### config.mk
export PLATFORM = sky130hd
export DESIGN_NAME = csc_pipe_flat
export DESIGN_NICKNAME = d
export VERILOG_FILES = /design/src/rtl/csc_pkg.sv /design/src/rtl/csc_pipe_if.sv /design/src/rtl/csc_dot3.sv /design/src/rtl/csc_pipe.sv /design/src/flat_wrapper.sv
export SDC_FILE = /design/constraint.sdc
export NUM_CORES = 1
export LEC_CHECK = 0
export CORE_ASPECT_RATIO = 1.4
export CORE_UTILIZATION = 65
export DETAILED_ROUTE_END_ITERATION = 16
export GPL_TIMING_DRIVEN = 0
export PLACE_DENSITY = 0.83
export SLEW_MARGIN = 25
export SYNTH_ARGS = -nofsm -noshare
export SYNTH_HDL_FRONTEND = slang
export SYNTH_SLANG_ARGS = --single-unit
### constraint.sdc
create_clock -name iClk -period 8.12 [get_ports iClk]
set_input_delay 1.624 -clock iClk [delete_from_list [all_inputs] [get_ports iClk]]
set_output_delay 1.624 -clock iClk [all_outputs]
set_load 0.02 [all_outputs]
### src/rtl/csc_pkg.sv
// rtl/csc_pkg.sv - coefficient matrices, mode encoding and W-scaled offsets for csc_pipe
package csc_pkg;

  // 11 signed bits: the inverse matrix reaches 516
  localparam int COEF_W = 11;
  localparam int ROUND  = 128;
  localparam int SHIFT  = 8;

  typedef enum logic {
    MODE_RGB2YCC = 1'b0,
    MODE_YCC2RGB = 1'b1
  } csc_mode_e;

  typedef logic signed [COEF_W-1:0] coef_t;

  localparam coef_t FWD [3][3] = '{
    '{ 11'sd66,   11'sd129,  11'sd25 },
    '{-11'sd38,  -11'sd74,   11'sd112},
    '{ 11'sd112, -11'sd94,  -11'sd18 }
  };

  localparam coef_t INV [3][3] = '{
    '{ 11'sd298,  11'sd0,    11'sd409},
    '{ 11'sd298, -11'sd100, -11'sd208},
    '{ 11'sd298,  11'sd516,  11'sd0  }
  };

  function automatic int lo_offset(input int w);
    return 16 << (w - 8);
  endfunction

  function automatic int hi_offset(input int w);
    return 128 << (w - 8);
  endfunction

endpackage

### src/rtl/csc_pipe_if.sv
// rtl/csc_pipe_if.sv - pixel in/out bundle for csc_pipe
interface csc_pipe_if #(
  parameter int W      = 8,
  parameter int USER_W = 1
);
  logic              iValid;
  logic              iMode;
  logic [W-1:0]      iC0, iC1, iC2;
  logic [USER_W-1:0] iUser;
  logic              oValid;
  logic              oMode;
  logic [W-1:0]      oC0, oC1, oC2;
  logic [USER_W-1:0] oUser;

  modport master (
    output iValid, iMode, iC0, iC1, iC2, iUser,
    input  oValid, oMode, oC0, oC1, oC2, oUser
  );

  modport slave (
    input  iValid, iMode, iC0, iC1, iC2, iUser,
    output oValid, oMode, oC0, oC1, oC2, oUser
  );
endinterface

### src/rtl/csc_dot3.sv
// rtl/csc_dot3.sv - three-term signed MAC with rounding, floor shift, offset and clamp
module csc_dot3
  import csc_pkg::*;
#(
  parameter int W = 8
) (
  input  logic                clk,
  input  logic                rst_n,
  input  logic                ce,
  input  logic signed [W:0]   a [3],
  input  coef_t               k [3],
  input  logic signed [W:0]   off,
  output logic        [W-1:0] y
);
  localparam int PW = W + 1 + COEF_W;
  localparam int SW = PW + 2;
  localparam logic signed [SW-1:0] RND  = SW'(ROUND);
  localparam logic signed [SW-1:0] YMAX = SW'((1 << W) - 1);

  logic signed [PW-1:0] p [3];
  logic signed [W:0]    off_q;
  logic signed [SW-1:0] sum;
  logic signed [SW-1:0] scaled;
  logic        [W-1:0]  sat;

  always_comb begin
    sum    = SW'(p[0]) + SW'(p[1]) + SW'(p[2]) + RND;
    scaled = (sum >>> SHIFT) + SW'(off_q);
    if (scaled[SW-1])
      sat = '0;
    else if (scaled > YMAX)
      sat = '1;
    else
      sat = scaled[W-1:0];
  end

  always_ff @(posedge clk or negedge rst_n) begin
    if (!rst_n) begin
      p     <= '{default: '0};
      off_q <= '0;
      y     <= '0;
    end else if (ce) begin
      for (int i = 0; i < 3; i++) p[i] <= PW'(a[i]) * PW'(k[i]);
      off_q <= off;
      y     <= sat;
    end
  end

endmodule

### src/rtl/csc_pipe.sv
// rtl/csc_pipe.sv - three-stage bidirectional RGB/YCbCr converter with per-pixel mode
module csc_pipe
  import csc_pkg::*;
#(
  parameter int W      = 8,
  parameter int USER_W = 1
) (
  input logic       iClk,
  input logic       iRst,
  input logic       iCe,
  csc_pipe_if.slave bus
);
  localparam logic signed [W:0] OFF_LO = (W+1)'(lo_offset(W));
  localparam logic signed [W:0] OFF_HI = (W+1)'(hi_offset(W));

  logic              v1, v2;
  csc_mode_e         m1, m2;
  logic [USER_W-1:0] u1, u2;
  logic [W-1:0]      c1 [3];
  logic signed [W:0] a [3];
  logic [2:0][W-1:0] y;

  // Inverse mode removes the luma/chroma offsets before the products
  always_comb begin
    for (int i = 0; i < 3; i++) begin
      a[i] = $signed({1'b0, c1[i]});
      if (m1 == MODE_YCC2RGB) a[i] = a[i] - ((i == 0) ? OFF_LO : OFF_HI);
    end
  end

  for (genvar r = 0; r < 3; r++) begin : g_row
    coef_t             kr [3];
    logic signed [W:0] offr;

    always_comb begin
      for (int i = 0; i < 3; i++)
        kr[i] = (m1 == MODE_YCC2RGB) ? INV[r][i] : FWD[r][i];
      offr = (m1 == MODE_YCC2RGB) ? '0 : ((r == 0) ? OFF_LO : OFF_HI);
    end

    csc_dot3 #(.W(W)) u_dot (
      .clk   (iClk),
      .rst_n (iRst),
      .ce    (iCe),
      .a     (a),
      .k     (kr),
      .off   (offr),
      .y     (y[r])
    );
  end

  always_ff @(posedge iClk or negedge iRst) begin
    if (!iRst) begin
      v1         <= 1'b0;
      m1         <= MODE_RGB2YCC;
      u1         <= '0;
      c1         <= '{default: '0};
      v2         <= 1'b0;
      m2         <= MODE_RGB2YCC;
      u2         <= '0;
      bus.oValid <= 1'b0;
      bus.oMode  <= 1'b0;
      bus.oUser  <= '0;
    end else if (iCe) begin
      v1         <= bus.iValid;
      m1         <= csc_mode_e'(bus.iMode);
      u1         <= bus.iUser;
      c1[0]      <= bus.iC0;
      c1[1]      <= bus.iC1;
      c1[2]      <= bus.iC2;
      v2         <= v1;
      m2         <= m1;
      u2         <= u1;
      bus.oValid <= v2;
      bus.oMode  <= m2;
      bus.oUser  <= u2;
    end
  end

  assign bus.oC0 = y[0];
  assign bus.oC1 = y[1];
  assign bus.oC2 = y[2];

endmodule
### src/flat_wrapper.sv
// flat-port wrapper written by rule: the top's interface ports become plain ports
module csc_pipe_flat import csc_pkg::*;
#(
  parameter int W      = 8,
  parameter int USER_W = 1
)
  (iClk, iRst, iCe, bus_iValid, bus_iMode, bus_iC0, bus_iC1, bus_iC2, bus_iUser, bus_oValid, bus_oMode, bus_oC0, bus_oC1, bus_oC2, bus_oUser);
  csc_pipe_if #(.W(W), .USER_W(USER_W)) bus_i ();
  input logic iClk;
  input logic iRst;
  input logic iCe;
  input wire logic [$bits(bus_i.iValid)-1:0] bus_iValid;
  input wire logic [$bits(bus_i.iMode)-1:0] bus_iMode;
  input wire logic [$bits(bus_i.iC0)-1:0] bus_iC0;
  input wire logic [$bits(bus_i.iC1)-1:0] bus_iC1;
  input wire logic [$bits(bus_i.iC2)-1:0] bus_iC2;
  input wire logic [$bits(bus_i.iUser)-1:0] bus_iUser;
  output wire logic [$bits(bus_i.oValid)-1:0] bus_oValid;
  output wire logic [$bits(bus_i.oMode)-1:0] bus_oMode;
  output wire logic [$bits(bus_i.oC0)-1:0] bus_oC0;
  output wire logic [$bits(bus_i.oC1)-1:0] bus_oC1;
  output wire logic [$bits(bus_i.oC2)-1:0] bus_oC2;
  output wire logic [$bits(bus_i.oUser)-1:0] bus_oUser;
  assign bus_i.iValid = bus_iValid;
  assign bus_i.iMode = bus_iMode;
  assign bus_i.iC0 = bus_iC0;
  assign bus_i.iC1 = bus_iC1;
  assign bus_i.iC2 = bus_iC2;
  assign bus_i.iUser = bus_iUser;
  assign bus_oValid = bus_i.oValid;
  assign bus_oMode = bus_i.oMode;
  assign bus_oC0 = bus_i.oC0;
  assign bus_oC1 = bus_i.oC1;
  assign bus_oC2 = bus_i.oC2;
  assign bus_oUser = bus_i.oUser;
  csc_pipe #(.W(W), .USER_W(USER_W)) u_core (.iClk(iClk), .iRst(iRst), .iCe(iCe), .bus(bus_i));
endmodule
==> results of run 1 <==
## per-stage QoR
stage | hold WS (ns) | TNS (ns)
final | 0.506 | 0
after global routing | 0.526 | 0
after CTS | 0.512 | 0
after detailed placement | 0.497 | -2.73
after global placement | 0.485 | -796.41
after floorplan | 0.473 | 0
## final timing paths
check                                 startpoint                                       to  slack (ns)  depth (start not counted)
setup / recovery           u_core.m1$_DFFE_PN0P_  u_core.g_row[1].u_dot.p[59]$_DFFE_PN0P_        0.31                         22
hold / removal             u_core.v2$_DFFE_PN0P_            u_core.bus.oValid$_DFFE_PN0P_        0.51                          1
setup reg to reg           u_core.m1$_DFFE_PN0P_  u_core.g_row[1].u_dot.p[59]$_DFFE_PN0P_        0.31                         22
hold reg to reg            u_core.v2$_DFFE_PN0P_            u_core.bus.oValid$_DFFE_PN0P_        0.51                          1
max in group asynchronous                   iRst                u_core.c1[13]$_DFFE_PN0P_        6.38                          2
min in group asynchronous                   iRst   u_core.g_row[0].u_dot.y[4]$_DFFE_PN0P_        0.94                          1
## critical path: cells and delay by family, from the launching register on
kind	cells	cell delay, ns
DFF	1	0.75
xor gates and xnor gates	1	0.19
AOI/OAI and AO/OA	9	1.84
and+or+nand+nor	1	0.25
adders and majority gates	6	3.05
buffers and inverters	5	1.58
## final cells by class
type / instances / area share
multi-input combinational: 1979 / 0.659
sequential: 215 / 0.177
inverter: 666 / 0.0823
clock buffer: 33 / 0.0243
tap: 546 / 0.0225
timing repair buffer: 58 / 0.0204
buffer: 59 / 0.00803
clock inverter: 15 / 0.00642
## placed cells by master, fill, tap and decap left out, types with 11 or more instances in the layout
cell and n:
a211oi_1 18, a21o_1 33, a21oi_1 115, a31oi_1 13, and2_1 14, clkbuf_1 49, clkbuf_16 26, clkdlybuf4s50_1 55
conb_1 19, dfrtp_1 215, fa_1 324, ha_1 512, inv_1 664, mux2_2 43, mux2i_1 17, nand2_1 180
nand2b_1 13, nand3_1 20, nor2_1 101, nor2b_1 20, nor3_1 34, o21ai_0 152, o21bai_1 43, or2_2 11
xnor2_1 122, xor2_1 27
## cells by family (layout without fill, tap and decap cells)
group                      Yosys count  after routing  share of synthesized area
and+or+nand+nor                    446            446                     0.0741
adders and majority gates          836            836                      0.459
DFF                                215            215                      0.192
xor gates and xnor gates           150            150                     0.0473
other                                2             19                   0.000268
AOI/OAI and AO/OA                  468            468                      0.106
buffers and inverters              726            831                     0.0976
muxes                               60             60                     0.0233
## state kept, by name, indices dropped and copies added, names as in the netlist
register                  count
u_core.bus.oValid             1
u_core.bus.oUser              1
u_core.v2                     1
u_core.g_row.u_dot.p        157
u_core.g_row.u_dot.y         24
u_core.bus.oMode              1
u_core.g_row.u_dot.off_q      1
u_core.v1                     1
u_core.m2                     1
u_core.u2                     1
u_core.u1                     1
u_core.c1                    24
u_core.m1                     1
## repair_timing
| item | in CTS | in global routing |
|---|---|---|
| cloned | 0 | 0 |
| resized for setup | 2 | 6 |
| setup endpoints to repair | 11 | 2 |
## metal layers
| metal | GRT usage | wire length, um | vias to the layer above |
|---|---|---|---|
| met4 | 0.277 | 6550 | 0 |
| met3 | 0.0533 | 4260 | 269 |
| met1 | 0.383 | 26000 | 10291 |
| met2 | 0.594 | 35600 | 714 |
| met5 | 0 | 0 | - |
| li1 | - | - | 9549 |
==> reports/results.txt, run 1 <==
Die width -> 178 um
Top_reg_cell synth -> dfrtp_1
Sequential share of the synthesized area -> 0.192
CP Max Fanout -> 10
Critical path capture point type -> register
Rows -> 89
First-pass GRT wire length -> 116000 um
#FFs+latches synth -> 215
Final net count -> 3871
I/O Buffers -> 56
Total wire length -> 72500 um
Maximum clock insertion buffer count -> 3
Warnings from Yosys -> 0
Final Core Density -> 0.718
Clock sinks -> 215
CP Class -> register to register
Share of cells above drive strength 1 -> 0.0496
Placed Area -> 29400 um^2
Most common cell in the netlist -> inv_1
Cell Area, Synth -> 28100 um^2
Layout Skew -> 0.0181 ns
Fin crit period -> 7.81 ns
Number of max-cap violations -> 0
H-tree Lvls -> 1
Max incr delay on CP -> 0.75 ns
CTS Buf Count -> 26
WL/cell -> 20.3 um
CTS root buf -> clkbuf_16
Worst EP arrival -> 8.24 ns
Vias in the first global route -> 22457
N_diodes -> 0
Final setup fails -> 0
Top-Level Pins -> 57
Fmax -> 128 MHz
Startpoint class of the critical path -> register
Multi-input logic area -> 20000 um^2
Run status -> complete, no violations
Slew Viols, Final -> 0
Vias/cell -> 5.83
Post-synth top cells -> inv_1 (664), ha_1 (512), fa_1 (324), dfrtp_1 (215), nand2_1 (180)
CTS tree -> yes
Setup Fix Bufs, Post-CTS -> 0
Post-place setup slack -> -0.580 ns
Required time of the critical path -> 8.55 ns
Antenna-violating nets left -> 0
FF/Latch Area -> 5380 um^2
Finished Cell Area -> 30400 um^2
Most used cell, CP -> fa_1
Initial antenna violation count -> 0
Synth area leader -> fa_1
Placer Congestion -> 0.975
Number of flops mapped to enable cells by yosys -> 0
Skew-Pair Late Insertion Delay -> 0.59 ns
Worst setup margin -> 0.306 ns
Initial DRT Pass Iterations -> 6
All-layer global routing usage -> 0.347
Dominant cells by area after synthesis -> fa_1 (23%), ha_1 (23%), dfrtp_1 (19%)
Final Non-Filler Cells -> 3571
Core area -> 42300 um^2
Async set or reset register ratio after synthesis -> 1.00
Die Area -> 44000 um^2
DRT iter0 DRCs -> 1235
Vias -> 20823
Critical-path cell list -> clkinv_1 -> clkbuf_1 -> nand2_1 -> inv_1 -> fa_1 -> fa_1 -> inv_1 -> fa_1 -> fa_1 -> fa_1 -> inv_1 -> fa_1 -> a21o_1 -> a21oi_1 -> o21bai_1 -> a21oi_1 -> o21bai_1 -> a21oi_1 -> o21ai_0 -> o41ai_1 -> xnor2_1 -> a21oi_1
Hpwl dp -> 60200 um
Largest net degree at the start of global routing -> 89
Synth Instances -> 2903
Area grow syn2layout -> 8.27%
Mean post-synth cell area -> 9.67 um^2
Unrepaired setup endpoints after global routing -> false
DRC -> 0
Final Hold Viols -> 0
Number of placed instances, taps included -> 3524
Period utilisation layout -> 0.962
Starting density of the core -> 0.663
Slowest CP cell -> dfrtp_1
Clock Pin Slew Worst Setup and Hold Paths -> 0.06 ns
Gr ovfl total -> 0
Least-Margin Pin Slew -> 1.09 ns
Library cells used by synthesis -> 85
Hold Buf Count CTS -> 0
Hold Crit Class -> register to register
Chip height -> 248 um
Rel. slew slack -> 0.275
Share of Yosys cell area claimed by the top area cell type -> 0.231
Layout filler cell count -> 3050
Power of run 1 is not shown: default switching activity piles up to over one toggle a cycle in this logic, so the estimate is an artifact.
==> run 2: changes to the inputs <==
--- a/config.mk
+++ b/config.mk
@@ -6,6 +6,7 @@
 export NUM_CORES = 1
 export LEC_CHECK = 0
 export CORE_ASPECT_RATIO = 1.4
+export CORE_MARGIN = 4
 export CORE_UTILIZATION = 65
 export DETAILED_ROUTE_END_ITERATION = 16
 export GPL_TIMING_DRIVEN = 0
==> run 2 against run 1 <==
Fmax is 0.44% higher. Clock-buffer cell count decreased by 5. Sequential cell count unchanged. First-iteration DRC count rose by 7.1%. Critical path depth up 1. Largest cell class unchanged. Highest routed layer unchanged.
==> reports/results.txt, run 2 (same netlist as run 1, synthesis figures left out) <==
Run status -> complete, no violations (unchanged)
Total wire length -> 72900 um (was 72500 um)
Worst EP arrival -> 8.19 ns (was 8.24 ns)
Final setup fails -> 0 (unchanged)
CTS Buf Count -> 25 (was 26)
Top-Level Pins -> 57 (unchanged)
Layout Skew -> 0.0190 ns (was 0.0181 ns)
Critical path capture point type -> register (unchanged)
Max incr delay on CP -> 0.75 ns (about the same)
Die Area -> 46600 um^2 (was 44000 um^2)
Final Non-Filler Cells -> 3571 (unchanged)
Required time of the critical path -> 8.53 ns (was 8.55 ns)
Fmax -> 129 MHz (was 128 MHz)
Period utilisation layout -> 0.958 (was 0.962)
CP Max Fanout -> 19 (was 10)
Starting density of the core -> 0.661 (was 0.663)
Number of placed instances, taps included -> 3524 (unchanged)
Rows -> 89 (unchanged)
Layout filler cell count -> 3003 (was 3050)
Startpoint class of the critical path -> register (unchanged)
Setup TNS -> 0 ns (unchanged)
Top layer in use -> met4 (unchanged)
CTS root buf -> clkbuf_16 (unchanged)
CP Class -> register to register (unchanged)
Initial DRT Pass Iterations -> 6 (unchanged)
Skew-Pair Late Insertion Delay -> 0.58 ns (was 0.59 ns)
Critical-path cell list -> clkbuf_1 -> clkbuf_2 -> nor2_1 -> fa_1 -> inv_1 -> fa_1 -> inv_1 -> ha_1 -> inv_1 -> fa_1 -> inv_1 -> ha_1 -> fa_1 -> a21o_1 -> a21oi_1 -> o21bai_1 -> a21oi_1 -> o21bai_1 -> a21oi_1 -> o21ai_0 -> o41ai_1 -> xnor2_1 -> a21oi_1 (was clkinv_1 -> clkbuf_1 -> nand2_1 -> inv_1 -> fa_1 -> fa_1 -> inv_1 -> fa_1 -> fa_1 -> fa_1 -> inv_1 -> fa_1 -> a21o_1 -> a21oi_1 -> o21bai_1 -> a21oi_1 -> o21bai_1 -> a21oi_1 -> o21ai_0 -> o41ai_1 -> xnor2_1 -> a21oi_1)
First-pass GRT wire length -> 118000 um (was 116000 um)
Placer Congestion -> 0.973 (was 0.975)
Gr ovfl total -> 0 (unchanged)
CTS tree -> yes (unchanged)
Unrepaired setup endpoints after global routing -> false (unchanged)
Final net count -> 3870 (was 3871)
Vias/cell -> 5.82 (was 5.83)
Largest register FFs -> 157 (unchanged)
DRC -> 0 (unchanged)
Hold Crit Class -> register to register (unchanged)
Most frequent cells in the layout -> inv_1 (664), ha_1 (512), fa_1 (324), dfrtp_1 (215), nand2_1 (180) (unchanged)
Least-Margin Pin Slew -> 1.12 ns (was 1.09 ns)
Top flop regs -> u_core.g_row.u_dot.p: 157 flops, u_core.c1: 24 flops, u_core.g_row.u_dot.y: 24 flops (unchanged)
Rel. slew slack -> 0.252 (was 0.275)
Worst hold margin -> 0.502 ns (was 0.506 ns)
DRT iter0 DRCs -> 1323 (was 1235)
I/O Buffers -> 56 (unchanged)
Clock Pin Slew Worst Setup and Hold Paths -> 0.06 ns (about the same)
Final Hold Viols -> 0 (unchanged)
Clock sinks -> 215 (unchanged)
Hpwl dp -> 60100 um (was 60200 um)
Vias in the first global route -> 22750 (was 22457)
WL/cell -> 20.4 um (was 20.3 um)
Number of max-cap violations -> 0 (unchanged)
Slowest CP cell -> fa_1 (was dfrtp_1)
All-layer global routing usage -> 0.323 (was 0.347)
Vias -> 20801 (was 20823)
H-tree Lvls -> 1 (unchanged)
Share of cells above drive strength 1 -> 0.0490 (was 0.0496)
Routed wl met2 -> 35900 um (was 35600 um)
M1 wire length -> 26600 um (was 26000 um)
Fin crit period -> 7.78 ns (was 7.81 ns)
Chip height -> 254 um (was 248 um)
Largest reg by FF count -> u_core.g_row.u_dot.p (unchanged)
Met3 routed WL -> 3870 um (was 4260 um)
Core area -> 42400 um^2 (was 42300 um^2)
Initial antenna violation count -> 2 (was 0)
Antenna-violating nets left -> 0 (unchanged)
Slew Viols, Final -> 0 (unchanged)
Maximum clock insertion buffer count -> 3 (unchanged)
Commonest non-fill, non-tap cell in the layout -> inv_1 (unchanged)
Largest net degree at the start of global routing -> 90 (was 89)
Area grow syn2layout -> 7.93% (was 8.27%)
Die width -> 184 um (was 178 um)
## run 2: changes by cell type in the layout (fill, tap and decap cells not counted), sizes merged
cell      previous run  this run
diode                0         2
clkbuf              86        82
clkinvlp             1         4
clkinv               6         9
buf                  9         8
inv                671       670
bufinv               3         1
## run 2: repair_timing
item / CTS / global route
setup endpoints to repair: 8 / 4
resized for setup: 1 / 3
hold buffers: 0 / 0
pin swaps: 0 / 0
hold endpoints to repair: 0 / 0
setup buffers: 0 / 0
## run 2: worst paths after layout
path	slack [ns]	start	endpoint	cells past startpoint
worst max-delay path	0.34	u_core.m1$_DFFE_PN0P_	u_core.g_row[2].u_dot.p[18]$_DFFE_PN0P_	23
worst min-delay path	0.50	u_core.v2$_DFFE_PN0P_	u_core.bus.oValid$_DFFE_PN0P_	1
worst max register to register	0.34	u_core.m1$_DFFE_PN0P_	u_core.g_row[2].u_dot.p[18]$_DFFE_PN0P_	23
worst min register to register	0.50	u_core.v2$_DFFE_PN0P_	u_core.bus.oValid$_DFFE_PN0P_	1
max in group asynchronous	5.93	iRst	u_core.g_row[1].u_dot.p[33]$_DFFE_PN0P_	3
min in group asynchronous	1.00	iRst	u_core.g_row[2].u_dot.p[19]$_DFFE_PN0P_	1
## run 2: final cells by class
cell class	count	area, um^2	area share
Multi-Input combinational cell	1979	20000	0.661
Sequential cell	215	5380	0.178
Inverter	666	2500	0.0825
Tap cell	546	683	0.0226
Clock buffer	28	667	0.0220
Timing Repair Buffer	58	621	0.0205
Buffer	59	243	0.00801
Clock inverter	18	166	0.00549
Antenna cell	2	5.00	0.000165
## run 2: stage by stage
| stage | cell area [um^2] | util | worst slack (ns) |
|---|---|---|---|
| finish | 30300 | 0.714 | 0.340 |
| global route | 30300 | 0.714 | 0.0421 |
| CTS | 30300 | 0.713 | 0.0503 |
| detailed placement | 29400 | 0.694 | -0.448 |
| global placement | 29400 | 0.692 | -3.99 |
| floorplan | 28100 | - | 1.88 |
## run 2: worst max-delay path: cells and delay by family (launching register included)
| family | cells | cell delay (ns) |
|---|---|---|
| adders and majority gates | 6 | 2.90 |
| xor gates and xnor gates | 1 | 0.25 |
| buffers and inverters | 6 | 1.70 |
| DFF | 1 | 0.74 |
| AOI/OAI and AO/OA | 9 | 1.68 |
| and+or+nand+nor | 1 | 0.32 |
## run 2: metal layers
layer / global-route usage / vias up
met4: 0.220 / 0
li1: - / 9543
met3: 0.0395 / 272
met1: 0.374 / 10291
met5: 0 / -
met2: 0.558 / 695
Power of run 2 is left out for the same reason.
